File: src/rtl/clk_ratio_monitor.sv
// Measures period and high time of a synchronously divided clock in reference cycles,
// tracks lock against i_exp_ratio and flags stalls. Optional duty check: CLK_RATIO_MON_DUTY_CHECK_EN.
module clk_ratio_monitor #(
    parameter int LOCK_CNT = 4
) (
    input  logic       i_ref_clk,
    input  logic       i_rst,
    input  logic       i_en,
    input  logic       i_div_clk,
    input  logic [4:0] i_exp_ratio,
    output logic [4:0] o_ratio,
    output logic [4:0] o_high_cnt,
    output logic       o_valid,
    output logic       o_locked,
    output logic       o_err,
    output logic       o_duty_err,
    output logic       o_stall
);

    typedef enum logic [1:0] {DISABLED, SEEK, MEASURE, STALL} state_t;

    state_t     state;
    logic       div_q;
    logic [4:0] cnt;
    logic [4:0] high;
    logic [4:0] exp_q;
    logic [3:0] match;

    logic       rise;
    logic       exp_ok;
    logic       exp_chg;
    logic       cap;
    logic [3:0] match_base;
    logic [3:0] match_inc;

    assign rise    = i_div_clk & ~div_q;
    assign exp_ok  = (i_exp_ratio >= 5'd2);
    assign exp_chg = (i_exp_ratio != exp_q);
    assign cap     = i_en & rise & (state == MEASURE);

    // A capture in the same cycle as an expected-ratio change counts from zero.
    assign match_base = exp_chg ? 4'd0 : match;
    assign match_inc  = (match_base == 4'd15) ? 4'd15 : match_base + 4'd1;

    always_ff @(posedge i_ref_clk or posedge i_rst) begin
        if (i_rst) begin
            state      <= DISABLED;
            div_q      <= 1'b0;
            cnt        <= 5'd0;
            high       <= 5'd0;
            exp_q      <= 5'd0;
            match      <= 4'd0;
            o_ratio    <= 5'd0;
            o_high_cnt <= 5'd0;
            o_valid    <= 1'b0;
            o_locked   <= 1'b0;
            o_err      <= 1'b0;
            o_stall    <= 1'b0;
        end else begin
            div_q   <= i_div_clk;
            exp_q   <= i_exp_ratio;
            o_valid <= 1'b0;
            o_err   <= 1'b0;
            if (!i_en) begin
                state    <= DISABLED;
                cnt      <= 5'd0;
                high     <= 5'd0;
                match    <= 4'd0;
                o_locked <= 1'b0;
                o_stall  <= 1'b0;
            end else begin
                if (exp_chg || !exp_ok) begin
                    match    <= 4'd0;
                    o_locked <= 1'b0;
                end
                case (state)
                    DISABLED: state <= SEEK;
                    SEEK: begin
                        if (rise) begin
                            state <= MEASURE;
                            cnt   <= 5'd1;
                            high  <= 5'd1;
                        end
                    end
                    MEASURE: begin
                        if (rise) begin
                            o_ratio    <= cnt;
                            o_high_cnt <= high;
                            o_valid    <= 1'b1;
                            cnt        <= 5'd1;
                            high       <= 5'd1;
                            if (exp_ok) begin
                                if (cnt == i_exp_ratio) begin
                                    match    <= match_inc;
                                    o_locked <= (match_inc >= 4'(LOCK_CNT));
                                end else begin
                                    o_err    <= 1'b1;
                                    match    <= 4'd0;
                                    o_locked <= 1'b0;
                                end
                            end
                        end else if (cnt == 5'd31) begin
                            state    <= STALL;
                            o_stall  <= 1'b1;
                            o_locked <= 1'b0;
                            match    <= 4'd0;
                        end else begin
                            cnt <= cnt + 5'd1;
                            if (i_div_clk && high != 5'd31)
                                high <= high + 5'd1;
                        end
                    end
                    STALL: begin
                        match    <= 4'd0;
                        o_locked <= 1'b0;
                        // Restart cleanly; the stalled interval is never reported.
                        if (rise) begin
                            state   <= MEASURE;
                            cnt     <= 5'd1;
                            high    <= 5'd1;
                            o_stall <= 1'b0;
                        end
                    end
                    default: state <= DISABLED;
                endcase
            end
        end
    end

`ifdef CLK_RATIO_MON_DUTY_CHECK_EN
    logic [4:0] half_lo;
    logic [4:0] half_hi;
    logic       duty_bad;

    assign half_lo  = cnt >> 1;
    assign half_hi  = 5'((6'(cnt) + 6'd1) >> 1);
    assign duty_bad = (cnt >= 5'd2) && (high != half_lo) && (high != half_hi);

    always_ff @(posedge i_ref_clk or posedge i_rst) begin
        if (i_rst)
            o_duty_err <= 1'b0;
        else
            o_duty_err <= cap & duty_bad;
    end
`else
    assign o_duty_err = 1'b0;
`endif

endmodule

File: config.mk
export PLATFORM = sky130hd
export DESIGN_NAME = clk_ratio_monitor
export DESIGN_NICKNAME = d
export VERILOG_FILES = /design/src/rtl/clk_ratio_monitor.sv
export SDC_FILE = /design/constraint.sdc
export NUM_CORES = 1
export LEC_CHECK = 0
export CAP_MARGIN = 25
export CORE_MARGIN = 4
export CORE_UTILIZATION = 57
export CTS_BUF_LIST = sky130_fd_sc_hd__clkbuf_4 sky130_fd_sc_hd__clkbuf_8
export DETAILED_ROUTE_END_ITERATION = 8
export PLACE_DENSITY = 0.91
export SYNTH_ARGS = -nofsm -noshare
export SYNTH_HDL_FRONTEND = slang
export SYNTH_SLANG_ARGS = --single-unit
File: constraint.sdc
create_clock -name i_ref_clk -period 2.6 [get_ports i_ref_clk]
set_input_delay 0.52 -clock i_ref_clk [delete_from_list [all_inputs] [get_ports i_ref_clk]]
set_output_delay 0.52 -clock i_ref_clk [all_outputs]
set_load 0.03 [all_outputs]
==> flow_metrics.tcl, run 1 <==
set metrics [dict create \
    grt_setup_unrepaired "false" \
    regToRegStartpoint "cnt[1]" \
    die_w_microns 65.8 \
    drt-total-wl_microns 4070 \
    nets 235 \
    worstReg2RegEnd "high[3]" \
    initial_utilization_pct 60.8 \
    ff2ff_path_depth 8 \
    switchingPower_mw 0.297 \
    cts_setup_buffers 0 \
    path_max_fanout 4 \
    fin_setup_tns_ns 0 \
    holdBufCountCts 0 \
    synthesis.nets 202 \
    syn_avg_cell_area_sq_um 10.1 \
    final_cell_mix "dfrtp_1, clkdlybuf4s50_1, nand3_1, nand2_1, buf_4" \
    criticalPathCategory "in -> reg" \
    crit_path_end_kind "flop" \
    clock-sinks 36 \
    num_rows 20 \
    layout_commonest_cell "dfrtp_1" \
    post-route-min-period_ns 2.28 \
    final_util_pct 73.4 \
    port_buffers 22 \
    combPwrFrac_pct 13.5 \
    synth_edf_count 0 \
    drt-initial-drc-count 128 \
    viasPerCell 5.75 \
    synth_ff_type "dfrtp_1" \
    clock_path_buffers 2 \
    regArea_sq_um 901 \
    synth.distinct_cells 42 \
    clk_pin_slew_worst_paths_ns 0.12 \
    die_h_microns 65.8 \
    cts-buffers-inserted 5 \
    p_int_mw 0.844 \
    max_freq_mhz 439 \
    finalSetupViolations 0 \
    firstDrtPassIters 4 \
    wl_per_cell_microns 15.3 \
    period_share_pct 87.6 \
    grtUsageTotal_pct 21.6 \
    maxSlewHeadroom_pct 65.4 \
    worst_setup_path_start_kind "input pin" \
    clock_skew_ns 0.0100 \
    cp-startpoint "i_exp_ratio[0]" \
    grt_max_degree 37 \
    overflow 0 \
    clock_power_share_pct 34.4 \
    p_leak_nw 1.02 \
    post-route-drc-count 0 \
    power.density_nw_per_um2 497 \
    cts.repair.resized 0 \
    netlist_area_sq_um 1900 \
    cts_tree "built" \
    pwr-share-seq_pct 52.1 \
    root_buffer "clkbuf_4" \
    arrival_ns 2.51 \
    ios 24 \
    hp-class "reg -> reg" \
    reg2reg_slack_ns 0.33 \
    diodes 0 \
    dieArea_sq_um 4330 \
    dpl-instance-area_sq_um 2220 \
    yosys_warnings 0 \
    async_flop_share_pct 100 \
    p_sw_share_pct 26.0 \
    endpoint "o_locked" \
    gp_congestion 0.954 \
    tightest_slew_ns 0.514 \
    grt_pass1_wl_microns 7000 \
    ant_nets 0 \
    vias 1530 \
    final_cell_area_sq_um 2300 \
    dp_slack_ns -0.0173 \
    status "finished, final reports clean" \
    core-area_sq_um 3130 \
    cp.required_ns 2.83 \
    htree_levels 2 \
    nFillCells 215 \
    whs_ns 0.517 \
    layout-drive-gt1-share_pct 16.7 \
    clk_latency_ns 0.35 \
    cap_viol_max_count 0 \
    first_global_vias 1492 \
    synth-seq-cells 36 \
    dp_hpwl_microns 2990 \
    hold_violations 0 \
    slew_violations 0 \
    antenna_found_initial 0 \
    synth.yosys.seq_area_share_pct 47.3 \
    worst_ir_drop_vdd_v 0.000358 \
    syn-instance-count 188 \
    multi_input_area_sq_um 916 \
    area_growth_pct 20.6 \
    setup_slack_ns 0.321 \
]
==> state kept, by name, summed over array words and instances, names as in the netlist <==
signal      flops
o_err           1
div_q           1
o_high_cnt      5
o_stall         1
high            5
match           4
o_locked        1
state           2
cnt             5
o_ratio         5
exp_q           5
o_valid         1
==> cell usage after synthesis, types with 2 or more instances <==
library cell | instances | area, sq um
dfrtp_1 | 36 | 901
nand3_1 | 17 | 85.1
nand2_1 | 16 | 60.1
o21ai_0 | 11 | 55.1
xnor2_1 | 11 | 96.3
nor2_1 | 9 | 33.8
mux2_2 | 8 | 90.1
a21oi_1 | 7 | 35.0
inv_1 | 7 | 26.3
and2_1 | 5 | 31.3
and3_1 | 5 | 31.3
ha_1 | 5 | 62.6
nand4_1 | 5 | 31.3
buf_4 | 4 | 30.0
nor3_1 | 4 | 20.0
buf_2 | 3 | 15.0
nand2b_1 | 3 | 18.8
nor2b_1 | 3 | 18.8
o31ai_1 | 3 | 22.5
a31oi_1 | 2 | 12.5
o2bb2ai_1 | 2 | 17.5
or3_1 | 2 | 12.5
==> worst min path at each step <==
stage	slack (ns)	cells past startpoint	end	from
after floorplan	0.48	1	high[3]	high[3]
after global placement	0.47	2	o_high_cnt[4]	o_high_cnt[4]
after detailed placement	0.49	1	o_high_cnt[0]	o_high_cnt[0]
after CTS	0.52	1	o_high_cnt[0]	o_high_cnt[0]
after global routing	0.53	1	o_high_cnt[0]	o_high_cnt[0]
final	0.52	1	o_high_cnt[0]	o_high_cnt[0]
==> per-stage QoR <==
step / power, mW / std cells
after global routing: 1.20 / 266
after CTS: 1.15 / 266
after floorplan: 0.699 / 188
after detailed placement: 0.759 / 258
after global placement: 0.754 / 258
final: 1.14 / 266
==> power groups by stage <==
stage	Sequential [mW]	Combinational, mW	Clock (mW)
after floorplan	0.606	0.0926	0
after global placement	0.604	0.150	0
after detailed placement	0.605	0.154	0
after CTS	0.594	0.155	0.399
after global routing	0.597	0.169	0.432
final	0.594	0.154	0.392
==> cell families (layout without fill, tap and decap cells) <==
logic type | Yosys count | in the layout | synth area share [%]
multiplexers | 8 | 8 | 4.73
XOR/XNOR | 11 | 11 | 5.06
flip-flops | 36 | 36 | 47.3
buffers and inverters | 16 | 50 | 4.54
AO/OA/AOI/OAI | 35 | 35 | 13.0
AND/OR/NAND/NOR | 76 | 76 | 21.8
adder cells (fa/ha/maj) | 5 | 5 | 3.29
other | 1 | 1 | 0.197
==> worst max-delay path: stages <==
cell and delay [ns]:
clkdlybuf4s50_1 0.44, xnor2_1 0.22, nand2_1 0.11, nor2_1 0.16
and2_1 0.16, ha_1 0.21, inv_1 0.07, a2111oi_0 0.34
and3_1 0.22, o41ai_2 0.06
==> layout make-up <==
class | count | area share, %
inverter | 7 | 1.14
sequential | 36 | 39.2
clock inverter | 3 | 1.85
clock buffer | 5 | 1.63
tap | 44 | 2.40
multi-input combinational | 136 | 39.9
timing repair buffer | 35 | 13.8
==> layer usage <==
| metal | share of wire, % | track usage, % | wire [microns] |
|---|---|---|---|
| met1 | 43 | 26.8 | 1770 |
| met2 | 49 | 36.2 | 2010 |
| met3 | 5.0 | 5.78 | 205 |
| met4 | 2.0 | 7.51 | 82 |
| met5 | 0 | 0 | 0 |
(Power assumes the default switching activity.)
==> run 2: changes to the inputs <==
--- a/config.mk
+++ b/config.mk
@@ -9,7 +9,9 @@
 export CORE_MARGIN = 4
 export CORE_UTILIZATION = 57
 export CTS_BUF_LIST = sky130_fd_sc_hd__clkbuf_4 sky130_fd_sc_hd__clkbuf_8
+export CTS_CLUSTER_SIZE = 24
 export DETAILED_ROUTE_END_ITERATION = 8
+export MAX_ROUTING_LAYER = met4
 export PLACE_DENSITY = 0.91
 export SYNTH_ARGS = -nofsm -noshare
 export SYNTH_HDL_FRONTEND = slang
==> run 2 against run 1 <==
Worst setup slack gained 0.021 ns. Clock-buffer cell count up 1. Non-clock buffer count stayed put. Total power decreased by 7.4%. First-iteration DRC count is 36% higher. Largest power group unchanged. Hold slack lost 0.015 ns. Final cell count is the same. Sequential power about the same. Critical path type is now reg -> reg.
==> flow_metrics.tcl, run 2 (synthesis gave the netlist of run 1 again) <==
set metrics [dict create \
    status "finished, final reports clean" \
    num_rows 20 \
    worst_setup_path_start_kind "flop" \
    cp.required_ns 2.83 \
    viasPerCell 5.72 \
    period_share_pct 86.8 \
    ant_nets 0 \
    first_global_vias 1467 \
    drt-initial-drc-count 174 \
    hp-class "reg -> reg" \
    diodes 0 \
    grt_setup_unrepaired "false" \
    finalSetupViolations 0 \
    fin_setup_tns_ns 0 \
    path_max_fanout 8 \
    antenna_found_initial 0 \
    post-route-min-period_ns 2.26 \
    wl_per_cell_microns 14.6 \
    power.density_nw_per_um2 464 \
    holdBufCountCts 0 \
    arrival_ns 2.49 \
    clk_pin_slew_worst_paths_ns 0.10 \
    slew_violations 0 \
    die_w_microns 65.8 \
    ios 24 \
    grt_pass1_wl_microns 6620 \
    dieArea_sq_um 4330 \
    cts-buffers-inserted 5 \
    post-route-drc-count 0 \
    p_leak_nw 1.01 \
    die_h_microns 65.8 \
    criticalPathCategory "reg -> reg" \
    max_freq_mhz 443 \
    root_buffer "clkbuf_4" \
    hold_violations 0 \
    core-area_sq_um 3130 \
    dp_hpwl_microns 2830 \
    nFillCells 222 \
    layout-drive-gt1-share_pct 16.7 \
    port_buffers 22 \
    layout_commonest_cell "dfrtp_1" \
    cap_viol_max_count 0 \
    firstDrtPassIters 4 \
    clk_latency_ns 0.34 \
    worst_ir_drop_vdd_v 0.000377 \
    htree_levels 2 \
    vias 1521 \
    grtUsageTotal_pct 20.9 \
    nets 235 \
    clock-sinks 36 \
    final_cell_area_sq_um 2280 \
    crit_path_end_kind "flop" \
    cts_tree "built" \
    area_growth_pct 19.7 \
    overflow 0 \
    drt-total-wl_microns 3890 \
    initial_utilization_pct 60.8 \
    clock_path_buffers 2 \
    clock_skew_ns 0.00812 \
    dpl-instance-area_sq_um 2220 \
    cts.repair.resized 0 \
    cts_setup_buffers 0 \
    final_cell_mix "dfrtp_1, clkdlybuf4s50_1, nand3_1, nand2_1, buf_4" \
    gp_congestion 0.990 \
    grt_max_degree 37 \
]
## run 2: critical path: stages (launching register included)
cell,delay (ns)
dfrtp_1,0.46
ha_1,0.23
and3_1,0.19
ha_1,0.26
or3_1,0.39
a21oi_2,0.21
or2b_4,0.19
o21ai_0,0.09
o2bb2ai_1,0.13
## run 2: layer usage
layer / share of wire [%] / vias to the layer above / wire [microns] / global-route usage (%)
met5: 0 / - / 0 / -
met4: 2.0 / 0 / 79 / 8.81
met3: 4.9 / 11 / 189 / 6.46
met2: 48 / 41 / 1880 / 32.4
met1: 45 / 739 / 1740 / 25.3
li1: - / 730 / - / -
## run 2: power by group
part / switching (mW) / internal, mW / leakage [nW]
clock network: 0.179 / 0.129 / 0.0380
logic: 0.0857 / 0.0671 / 0.490
registers: 0.0186 / 0.576 / 0.485
## run 2: area by class of cell
type / count / area (sq um) / share of cell area (%)
timing repair buffer: 35 / 318 / 14.0
sequential: 36 / 901 / 39.6
tap: 44 / 55.1 / 2.42
inverter: 7 / 26.3 / 1.15
clock inverter: 2 / 10.0 / 0.440
clock buffer: 6 / 51.3 / 2.25
multi-input combinational: 136 / 916 / 40.2
## run 2: final timing paths
check,start,cells past startpoint,endpoint,slack [ns]
hold / removal,o_high_cnt[4],2,o_high_cnt[4],0.50
setup / recovery,cnt[1],8,high[3],0.34
min in group asynchronous,i_rst,3,o_valid,0.58
hold reg to reg,o_high_cnt[4],2,o_high_cnt[4],0.50
setup reg to reg,cnt[1],8,high[3],0.34
max in group asynchronous,i_rst,3,o_ratio[0],1.70
## run 2: metrics by stage
step	instances	worst slack, ns	total power [mW]	hold WS (ns)	util (%)
global route	266	0.194	1.11	0.530	72.8
detailed placement	258	0.0101	0.757	0.493	70.8
CTS	266	0.362	1.07	0.516	72.8
global placement	258	0.0584	0.754	0.470	70.8
floorplan	188	0.500	0.699	0.479	-
finish	266	0.342	1.06	0.502	72.8
